File: src/rtl/seg7_pkg.sv
//==============================================================================
// seg7_pkg - shared seven-segment patterns and scan FSM encoding. Rev 1.0
//==============================================================================
`default_nettype none

package seg7_pkg;

  // Active-low cathode patterns, bit order {g,f,e,d,c,b,a}
  localparam logic [6:0] SEG_0   = 7'h40;
  localparam logic [6:0] SEG_1   = 7'h79;
  localparam logic [6:0] SEG_2   = 7'h24;
  localparam logic [6:0] SEG_3   = 7'h30;
  localparam logic [6:0] SEG_4   = 7'h19;
  localparam logic [6:0] SEG_5   = 7'h12;
  localparam logic [6:0] SEG_6   = 7'h02;
  localparam logic [6:0] SEG_7   = 7'h78;
  localparam logic [6:0] SEG_8   = 7'h00;
  localparam logic [6:0] SEG_9   = 7'h10;
  localparam logic [6:0] SEG_A   = 7'h08;
  localparam logic [6:0] SEG_B   = 7'h03;
  localparam logic [6:0] SEG_C   = 7'h46;
  localparam logic [6:0] SEG_D   = 7'h21;
  localparam logic [6:0] SEG_E   = 7'h06;
  localparam logic [6:0] SEG_F   = 7'h0E;
  localparam logic [6:0] SEG_OFF = 7'h7F;

  typedef logic [1:0] state_t;

  localparam logic [1:0] ST_IDLE  = 2'd0;
  localparam logic [1:0] ST_SHOW  = 2'd1;
  localparam logic [1:0] ST_BLANK = 2'd2;

endpackage

`default_nettype wire

File: src/rtl/hex_to_7seg.sv
//==============================================================================
// hex_to_7seg - combinational hex nibble to active-low segment decoder. Rev 1.0
//==============================================================================
`default_nettype none

module hex_to_7seg
  import seg7_pkg::*;
(
  input  logic [3:0] hex_i,
  output logic [6:0] seg_o
);

  always_comb begin
    seg_o = SEG_OFF;
    case (hex_i)
      4'h0: seg_o = SEG_0;
      4'h1: seg_o = SEG_1;
      4'h2: seg_o = SEG_2;
      4'h3: seg_o = SEG_3;
      4'h4: seg_o = SEG_4;
      4'h5: seg_o = SEG_5;
      4'h6: seg_o = SEG_6;
      4'h7: seg_o = SEG_7;
      4'h8: seg_o = SEG_8;
      4'h9: seg_o = SEG_9;
      4'hA: seg_o = SEG_A;
      4'hB: seg_o = SEG_B;
      4'hC: seg_o = SEG_C;
      4'hD: seg_o = SEG_D;
      4'hE: seg_o = SEG_E;
      4'hF: seg_o = SEG_F;
      default: seg_o = SEG_OFF;
    endcase
  end

endmodule

`default_nettype wire

File: src/rtl/seg7_scan.sv
//==============================================================================
// seg7_scan - tick-driven multiplexed seven-segment scanner with blanking gap. Rev 1.0
//==============================================================================
`default_nettype none

module seg7_scan
  import seg7_pkg::*;
#(
  parameter int NUM_DIGITS  = 4,
  parameter int DWELL_TICKS = 4,
  parameter int BLANK_TICKS = 1
) (
  input  logic                    in_clk,
  input  logic                    rst_n,
  input  logic                    tick,
  input  logic                    en,
  input  logic [4*NUM_DIGITS-1:0] value,
  input  logic [NUM_DIGITS-1:0]   dp_in,
  input  logic                    lz_en,
  output logic [NUM_DIGITS-1:0]   an,
  output logic [6:0]              seg,
  output logic                    dp
);

  localparam int c_max_ticks = (DWELL_TICKS > BLANK_TICKS) ? DWELL_TICKS : BLANK_TICKS;
  localparam int CW          = (c_max_ticks > 1) ? $clog2(c_max_ticks) : 1;
  localparam int IW          = $clog2(NUM_DIGITS);

  localparam logic [CW-1:0] c_dwell_last = CW'(DWELL_TICKS - 1);
  localparam logic [CW-1:0] c_blank_last = CW'((BLANK_TICKS > 0) ? BLANK_TICKS - 1 : 0);
  localparam logic [IW-1:0] c_last_idx   = IW'(NUM_DIGITS - 1);

  state_t                  state_q,  state_d;
  logic [IW-1:0]           idx_q,    idx_d;
  logic [CW-1:0]           cnt_q,    cnt_d;
  logic [4*NUM_DIGITS-1:0] val_q,    val_d;
  logic [NUM_DIGITS-1:0]   dpsnap_q, dpsnap_d;
  logic                    lz_q,     lz_d;
  logic [NUM_DIGITS-1:0]   an_q,     an_d;
  logic [6:0]              seg_q,    seg_d;
  logic                    dp_q,     dp_d;

  logic                    w_advance;
  logic                    w_snapshot;
  logic [NUM_DIGITS-1:0]   w_supp;
  logic                    w_zero_run;
  logic [3:0]              w_digit;
  logic [6:0]              w_seg_hex;

  always_comb begin
    state_d    = state_q;
    idx_d      = idx_q;
    cnt_d      = cnt_q;
    w_advance  = 1'b0;
    w_snapshot = 1'b0;

    if (!en) begin
      state_d = ST_IDLE;
      idx_d   = '0;
      cnt_d   = '0;
    end else if (tick) begin
      case (state_q)
        ST_IDLE: begin
          state_d    = ST_SHOW;
          idx_d      = '0;
          cnt_d      = '0;
          w_snapshot = 1'b1;
        end
        ST_SHOW: begin
          if (cnt_q == c_dwell_last) begin
            cnt_d = '0;
            if (BLANK_TICKS > 0) begin
              state_d = ST_BLANK;
            end else begin
              w_advance = 1'b1;
            end
          end else begin
            cnt_d = cnt_q + 1'b1;
          end
        end
        ST_BLANK: begin
          if (cnt_q == c_blank_last) begin
            cnt_d     = '0;
            state_d   = ST_SHOW;
            w_advance = 1'b1;
          end else begin
            cnt_d = cnt_q + 1'b1;
          end
        end
        default: begin
          state_d = ST_IDLE;
          idx_d   = '0;
          cnt_d   = '0;
        end
      endcase

      // A new frame starts on every wrap, so the snapshot never tears mid-frame
      if (w_advance) begin
        if (idx_q == c_last_idx) begin
          idx_d      = '0;
          w_snapshot = 1'b1;
        end else begin
          idx_d = idx_q + 1'b1;
        end
      end
    end
  end

  assign val_d    = w_snapshot ? value : val_q;
  assign dpsnap_d = w_snapshot ? dp_in : dpsnap_q;
  assign lz_d     = w_snapshot ? lz_en : lz_q;

  always_comb begin
    w_zero_run = 1'b1;
    w_supp     = '0;
    for (int k = NUM_DIGITS - 1; k >= 0; k--) begin
      w_zero_run = w_zero_run & (val_d[4*k +: 4] == 4'h0);
      w_supp[k]  = lz_d & (k != 0) & w_zero_run;
    end
  end

  // Outputs are decoded from next-state so they appear one cycle after the tick
  assign w_digit = val_d[{idx_d, 2'b00} +: 4];

  hex_to_7seg u_hex_to_7seg (
    .hex_i (w_digit),
    .seg_o (w_seg_hex)
  );

  always_comb begin
    an_d  = '1;
    seg_d = SEG_OFF;
    dp_d  = 1'b1;
    if (state_d == ST_SHOW) begin
      an_d[idx_d] = 1'b0;
      seg_d       = w_supp[idx_d] ? SEG_OFF : w_seg_hex;
      dp_d        = ~dpsnap_d[idx_d];
    end
  end

  always_ff @(posedge in_clk or negedge rst_n) begin
    if (!rst_n) begin
      state_q  <= ST_IDLE;
      idx_q    <= '0;
      cnt_q    <= '0;
      val_q    <= '0;
      dpsnap_q <= '0;
      lz_q     <= 1'b0;
      an_q     <= '1;
      seg_q    <= SEG_OFF;
      dp_q     <= 1'b1;
    end else begin
      state_q  <= state_d;
      idx_q    <= idx_d;
      cnt_q    <= cnt_d;
      val_q    <= val_d;
      dpsnap_q <= dpsnap_d;
      lz_q     <= lz_d;
      an_q     <= an_d;
      seg_q    <= seg_d;
      dp_q     <= dp_d;
    end
  end

  assign an  = an_q;
  assign seg = seg_q;
  assign dp  = dp_q;

endmodule

`default_nettype wire

File: config.mk
export PLATFORM = sky130hd
export DESIGN_NAME = seg7_scan
export DESIGN_NICKNAME = d
export VERILOG_FILES = /design/src/rtl/seg7_pkg.sv /design/src/rtl/hex_to_7seg.sv /design/src/rtl/seg7_scan.sv
export SDC_FILE = /design/constraint.sdc
export NUM_CORES = 1
export LEC_CHECK = 0
export ABC_AREA = 1
export ABC_CLOCK_PERIOD_IN_PS = 3000
export CAP_MARGIN = 20
export CORE_MARGIN = 2
export CORE_UTILIZATION = 53
export CTS_CLUSTER_SIZE = 30
export DETAILED_ROUTE_END_ITERATION = 8
export GPL_TIMING_DRIVEN = 0
export PLACE_DENSITY = 0.79
export SYNTH_ARGS = -nofsm -noshare
export SYNTH_HDL_FRONTEND = slang
export SYNTH_SLANG_ARGS = --single-unit
File: constraint.sdc
create_clock -name in_clk -period 3 [get_ports in_clk]
set_input_delay 0.75 -clock in_clk [delete_from_list [all_inputs] [get_ports in_clk]]
set_output_delay 0.75 -clock in_clk [all_outputs]
set_load 0.02 [all_outputs]
==> results_dict.tcl, run 1 <==
set metrics [dict create \
    finalSetupTns_ps 0 \
    placementRows 23 \
    hold_path_end "val_q[2]$_DFF_PN0_" \
    clock-sinks 39 \
    crit_type "flop to flop" \
    dr.pass1.iters 4 \
    regArea_um2 991 \
    syn-num-nets 318 \
    fmax_mhz 380 \
    synth_edf_count 0 \
    dp_slack_ps -193 \
    vias 1864 \
    finalHoldViolations 0 \
    rsz0062_at_grt "false" \
    status "finished, final reports clean" \
    area_delta_synth_final_pct 23.5 \
    wire_per_inst_um 12.2 \
    yosys_register_bits 39 \
    final_layout_size_suffix_gt1_frac 0.217 \
    portBuffers 35 \
    syn_area_um2 2290 \
    hpwl_um 3360 \
    diodes 0 \
    clkPwrFrac 0.281 \
    finalSetupViolCount 0 \
    powerDensity_nw_per_um2 572 \
    drt_iter0_markers 84 \
    grt_start_max_net_pins 40 \
    final_nets 360 \
    fin_crit_sh 0.878 \
    cts-root-buf "clkbuf_8" \
    slew_headroom 0.444 \
    min_path_type "flop to flop" \
    ys_seq_area_frac 0.433 \
    antenna_found_initial 0 \
    cts_tree "yes" \
    setup_ws_ps 366 \
    r2r_end "seg[0]$_DFF_PN1_" \
    insertion_delay_ps 290 \
    netlist_instances 279 \
    layout_common_cells "89 x nand2_1, 35 x inv_1, 33 x clkdlybuf4s50_1" \
    grt_pass1_vias 1803 \
    cts.clk_slew.worst_paths_ps 80 \
    fill_cells 316 \
    post-route-util 0.692 \
    worstMarginPinSlew_ps 834 \
    synth.distinct_cells 28 \
    swShare 0.319 \
    finalClockSkew_ps 3.48 \
    worstHoldPathCells 2 \
    synth_ff_type "dfrtp_1" \
    p_seq_frac 0.405 \
    postRouteAntennaNets 0 \
    multiInputGateArea_um2 1110 \
    ir_drop_uv 337 \
    vias_per_cell 5.01 \
    min_period_ps 2630 \
    p_leak_nw 1.43 \
    final_common_cell "nand2_1" \
    async_flop_share 1.00 \
    crit_required_ps 3230 \
    avgSynthCellArea_um2 8.21 \
    worstSetupStartpointType "flop" \
    slew_viol_final 0 \
    reg2regPathDepth 17 \
    min_from "val_q[2]$_DFF_PN0_" \
    timing.rr.start "state_q[0]$_DFF_PN0_" \
    clk_path_buf_depth 2 \
    drc_errors 0 \
    grt.overflow.total 0 \
    routed_wl_um 4530 \
    power.internal_mw 1.10 \
    pin_count 37 \
    ys_warn_count 0 \
    combPwrFrac 0.314 \
    rrSetupSlack_ps 370 \
    grtUsageTotal 0.209 \
    hold_ws_ps 495 \
    initial_utilization 0.560 \
    die_y_um 69.7 \
    dieArea_um2 4860 \
    htreeDepth 2 \
    cp_data_arrival_time_ps 2860 \
    coreArea_um2 4090 \
    end_kind "flop" \
    worstPathMaxFanout 10 \
    die_w_um 69.7 \
    switching_power_mw 0.515 \
    power.total_mw 1.62 \
    holdBufCountCts 0 \
    cts_buffers 5 \
    cap_violations 0 \
    gp_congestion 0.880 \
    grt_pass1_wl_um 8200 \
]
-- critical path, stage by stage, from the launching register on --
cell     delay [ps]
dfrtp_1         420
inv_1           110
ha_1            220
nand2_1         120
nand2_2         180
nand3_4         120
buf_6           170
o21ai_1         170
nand2_1          80
a21oi_1         240
nor2_4           90
ha_1            240
inv_1            80
nand3_1         100
nand3_1          90
nand2_1          50
inv_1            40
nand2_1          40
-- logic make-up after synthesis --
logic type / synth area share
and+or+nand+nor: 0.319
buffers and inverters: 0.0863
DFF: 0.433
AOI/OAI and AO/OA: 0.0661
adders and majority gates: 0.0765
muxes: 0.0197
-- power by group through the flow --
| stage | Combinational, mW | Sequential, mW | Clock [mW] |
|---|---|---|---|
| detailed placement | 0.505 | 0.665 | 0 |
| global route | 0.573 | 0.665 | 0.493 |
| floorplan | 0.326 | 0.688 | 0 |
| CTS | 0.508 | 0.655 | 0.462 |
| finish | 0.507 | 0.655 | 0.454 |
| global placement | 0.500 | 0.661 | 0 |
-- metal layers --
layer	GRT usage	wire length, um	vias to the layer above
li1	-	-	954
met1	0.274	2100	864
met2	0.348	2180	42
met3	0.0465	184	4
met4	0.0598	57	0
met5	0	0	-
-- cell type report --
| class | count | share of cell area |
|---|---|---|
| multi-input cells | 194 | 0.393 |
| flip-flops and latches | 39 | 0.350 |
| repair buffers | 35 | 0.123 |
| inverters | 42 | 0.0566 |
| clock buffers | 6 | 0.0292 |
| well taps | 50 | 0.0221 |
| plain buffers | 4 | 0.0133 |
| clock inverters | 2 | 0.0124 |
-- flip-flops by register name (all words and copies together), names as in the netlist --
register	count
val_q	16
seg	7
an	4
dp	1
state_q	2
dpsnap_q	4
idx_q	2
lz_q	1
cnt_q	2
-- metrics by stage --
step,instances,instance area [um2]
6_report,372,2830
5_1_grt,372,2830
3_3_place_gp,364,2700
3_5_place_dp,364,2700
2_1_floorplan,279,2290
4_1_cts,372,2820
-- repair_timing --
action | CTS | global route
resized for setup | 0 | 3
endpoints found under the setup margin | 0 | 7
setup buffers | 0 | 0
-- how the worst max path moves through the flow --
stage,startpoint,end,slack [ps]
6_report,state_q[0]$_DFF_PN0_,seg[0]$_DFF_PN1_,370
5_1_grt,state_q[0]$_DFF_PN0_,seg[0]$_DFF_PN1_,90
3_3_place_gp,tick,seg[3]$_DFF_PN1_,-160
4_1_cts,tick,seg[5]$_DFF_PN1_,60
3_5_place_dp,tick,seg[5]$_DFF_PN1_,-190
2_1_floorplan,en,seg[5]$_DFF_PN1_,600
-- Yosys cell counts (3+ instances only) --
library cell / number / area, um2
nand4_1: 8 / 50.1
inv_2: 6 / 22.5
mux2_2: 4 / 45.0
dfstp_2: 12 / 315
a21oi_1: 4 / 20.0
o21ai_2: 7 / 61.3
nand3_2: 3 / 30.0
o21ai_1: 3 / 15.0
nor2_2: 4 / 25.0
dfrtp_1: 27 / 676
nor2_1: 12 / 45.0
inv_1: 35 / 131
ha_1: 14 / 175
nand3_1: 20 / 100
nand2_2: 14 / 87.6
nand2_1: 89 / 334
Note: power is estimated with default switching activity, not from simulation.
==> run 2: changes to the inputs <==
- CORE_UTILIZATION: 53 -> 55
- CTS_BUF_LIST: default -> sky130_fd_sc_hd__clkbuf_4 sky130_fd_sc_hd__clkbuf_8
- PLACE_DENSITY: 0.79 -> 0.82
- SKIP_LAST_GASP: default -> 1
==> run 2 against run 1 <==
Via count is 2.7% higher; clock skew is 2.4 ps higher; register-to-register slack worse by 50 ps; hold slack worse by 16 ps; total power down 1.1%; count of clock-buffer cells in the layout shrank 1; cell count unchanged; wire length up 4.8%; first-iteration DRC count increased by 130%; sequential share of layout area up 0.062 points; critical path depth rose by 1; clock power fell by 4%; highest routed layer unchanged.
==> results_dict.tcl, run 2 (synthesis results as in run 1) <==
set metrics [dict create \
    status "finished, final reports clean" \
    grt_pass1_wl_um 8050 \
    grt_pass1_vias 1867 \
    worstSetupStartpointType "flop" \
    powerDensity_nw_per_um2 566 \
    htreeDepth 2 \
    hold_ws_ps 479 \
    gp_congestion 0.904 \
    worstMarginPinSlew_ps 834 \
    insertion_delay_ps 290 \
    dieArea_um2 4690 \
    crit_type "flop to flop" \
    placementRows 23 \
    ir_drop_uv 444 \
    cts_tree "yes" \
    pin_count 37 \
    regMostFlops "val_q" \
    grt_start_max_net_pins 40 \
    power.total_mw 1.60 \
    finalSetupTns_ps 0 \
    portBuffers 35 \
    fin_area_um2 2820 \
    fin_crit_sh 0.894 \
    fmax_mhz 373 \
    vias 1914 \
    routed_wl_um 4750 \
    end_kind "flop" \
    clk_path_buf_depth 2 \
    finalHoldViolations 0 \
    coreArea_um2 4000 \
    final_common_cell "nand2_1" \
    layout_common_cells "89 x nand2_1, 35 x inv_1, 33 x clkdlybuf4s50_1" \
    vias_per_cell 5.15 \
    cts_setup_buffers 0 \
    cts-root-buf "clkbuf_8" \
    final_nets 360 \
    p_leak_nw 1.42 \
    dr.pass1.iters 4 \
    die_y_um 68.5 \
    cp_data_arrival_time_ps 2910 \
    grt.overflow.total 0 \
    rsz0062_at_grt "false" \
    min_period_ps 2680 \
    area_delta_synth_final_pct 23.3 \
    worstPathMaxFanout 10 \
    antenna_found_initial 0 \
    postRouteAntennaNets 0 \
    largest_register_ffs 16 \
    cts-resized-gates 0 \
    slowest_delay_ps 410 \
    cp_cell_sequence "inv_1 -> ha_1 -> inv_2 -> nand2_1 -> nand3_4 -> buf_4 -> nand2_1 -> nand2_1 -> nand2_1 -> a21oi_1 -> nor2_4 -> ha_1 -> inv_1 -> nand3_1 -> nand3_1 -> nand2_1 -> inv_1 -> nand2_1" \
    cap_violations 0 \
    finalClockSkew_ps 5.89 \
    drt_iter0_markers 189 \
    diodes 0 \
    wire_per_inst_um 12.8 \
    crit_required_ps 3230 \
    cp_top_family "simple AND/OR/NAND/NOR gates" \
    final_layout_size_suffix_gt1_frac 0.217 \
    worst_path_max_delay_cell "dfrtp_1" \
    holdBufCountCts 0 \
    cts.clk_slew.worst_paths_ps 80 \
    worst-path-buf-inv 5 \
    clock-sinks 39 \
    grtUsageTotal 0.231 \
    crit_top_cell "nand2_1" \
    hpwl_um 3510 \
    slew_viol_final 0 \
    slew_headroom 0.444 \
    die_w_um 68.5 \
    drc_errors 0 \
    min_path_type "flop to flop" \
    cts_buffers 5 \
    initial_utilization 0.572 \
    finalSetupViolCount 0 \
    placed_area_um2 2700 \
]
==> run 2: changes by cell type in the layout (fill, tap and decap cells not counted), sizes merged <==
cell	before	now
clkbuf	6	5
clkinv	1	2
==> run 2: worst min-delay path: stages (launching register included) <==
cell,delay (ps)
dfrtp_1,330
nand2_1,60
o21ai_2,60
==> run 2: final timing paths <==
path	slack (ps)	cells past startpoint	endpoint	startpoint
max	320	18	seg[0]$_DFF_PN1_	state_q[0]$_DFF_PN0_
min	480	2	lz_q$_DFF_PN0_	lz_q$_DFF_PN0_
max reg2reg	320	18	seg[0]$_DFF_PN1_	state_q[0]$_DFF_PN0_
min reg2reg	480	2	lz_q$_DFF_PN0_	lz_q$_DFF_PN0_
max in group asynchronous	1910	1	val_q[6]$_DFF_PN0_	rst_n
min in group asynchronous	560	1	val_q[10]$_DFF_PN0_	rst_n
==> run 2: power breakdown <==
group          switching, mW  leakage, nW  internal [mW]
Clock                  0.187       0.0581          0.248
Sequential            0.0251        0.463          0.630
Combinational          0.307        0.902          0.202
==> run 2: cell type report <==
class	instances	area (um2)
fill	338	1180
multi-input combinational	194	1110
sequential	39	991
timing repair buffer	35	348
inverter	42	160
clock buffer	5	68.8
tap	50	62.6
clock inverter	3	43.8
buffer	4	37.5
==> run 2: metrics by stage <==
step	setup WS, ps	util	instances
after CTS	86.4	0.703	372
after floorplan	598	-	279
final	318	0.706	372
after global placement	-165	0.676	364
after detailed placement	-206	0.674	364
after global routing	90.1	0.706	372
==> run 2: layer usage <==
| metal | wire length [um] | track usage |
|---|---|---|
| met5 | 0 | 0 |
| met4 | 134 | 0.100 |
| met3 | 242 | 0.0357 |
| met2 | 2340 | 0.397 |
| met1 | 2020 | 0.287 |
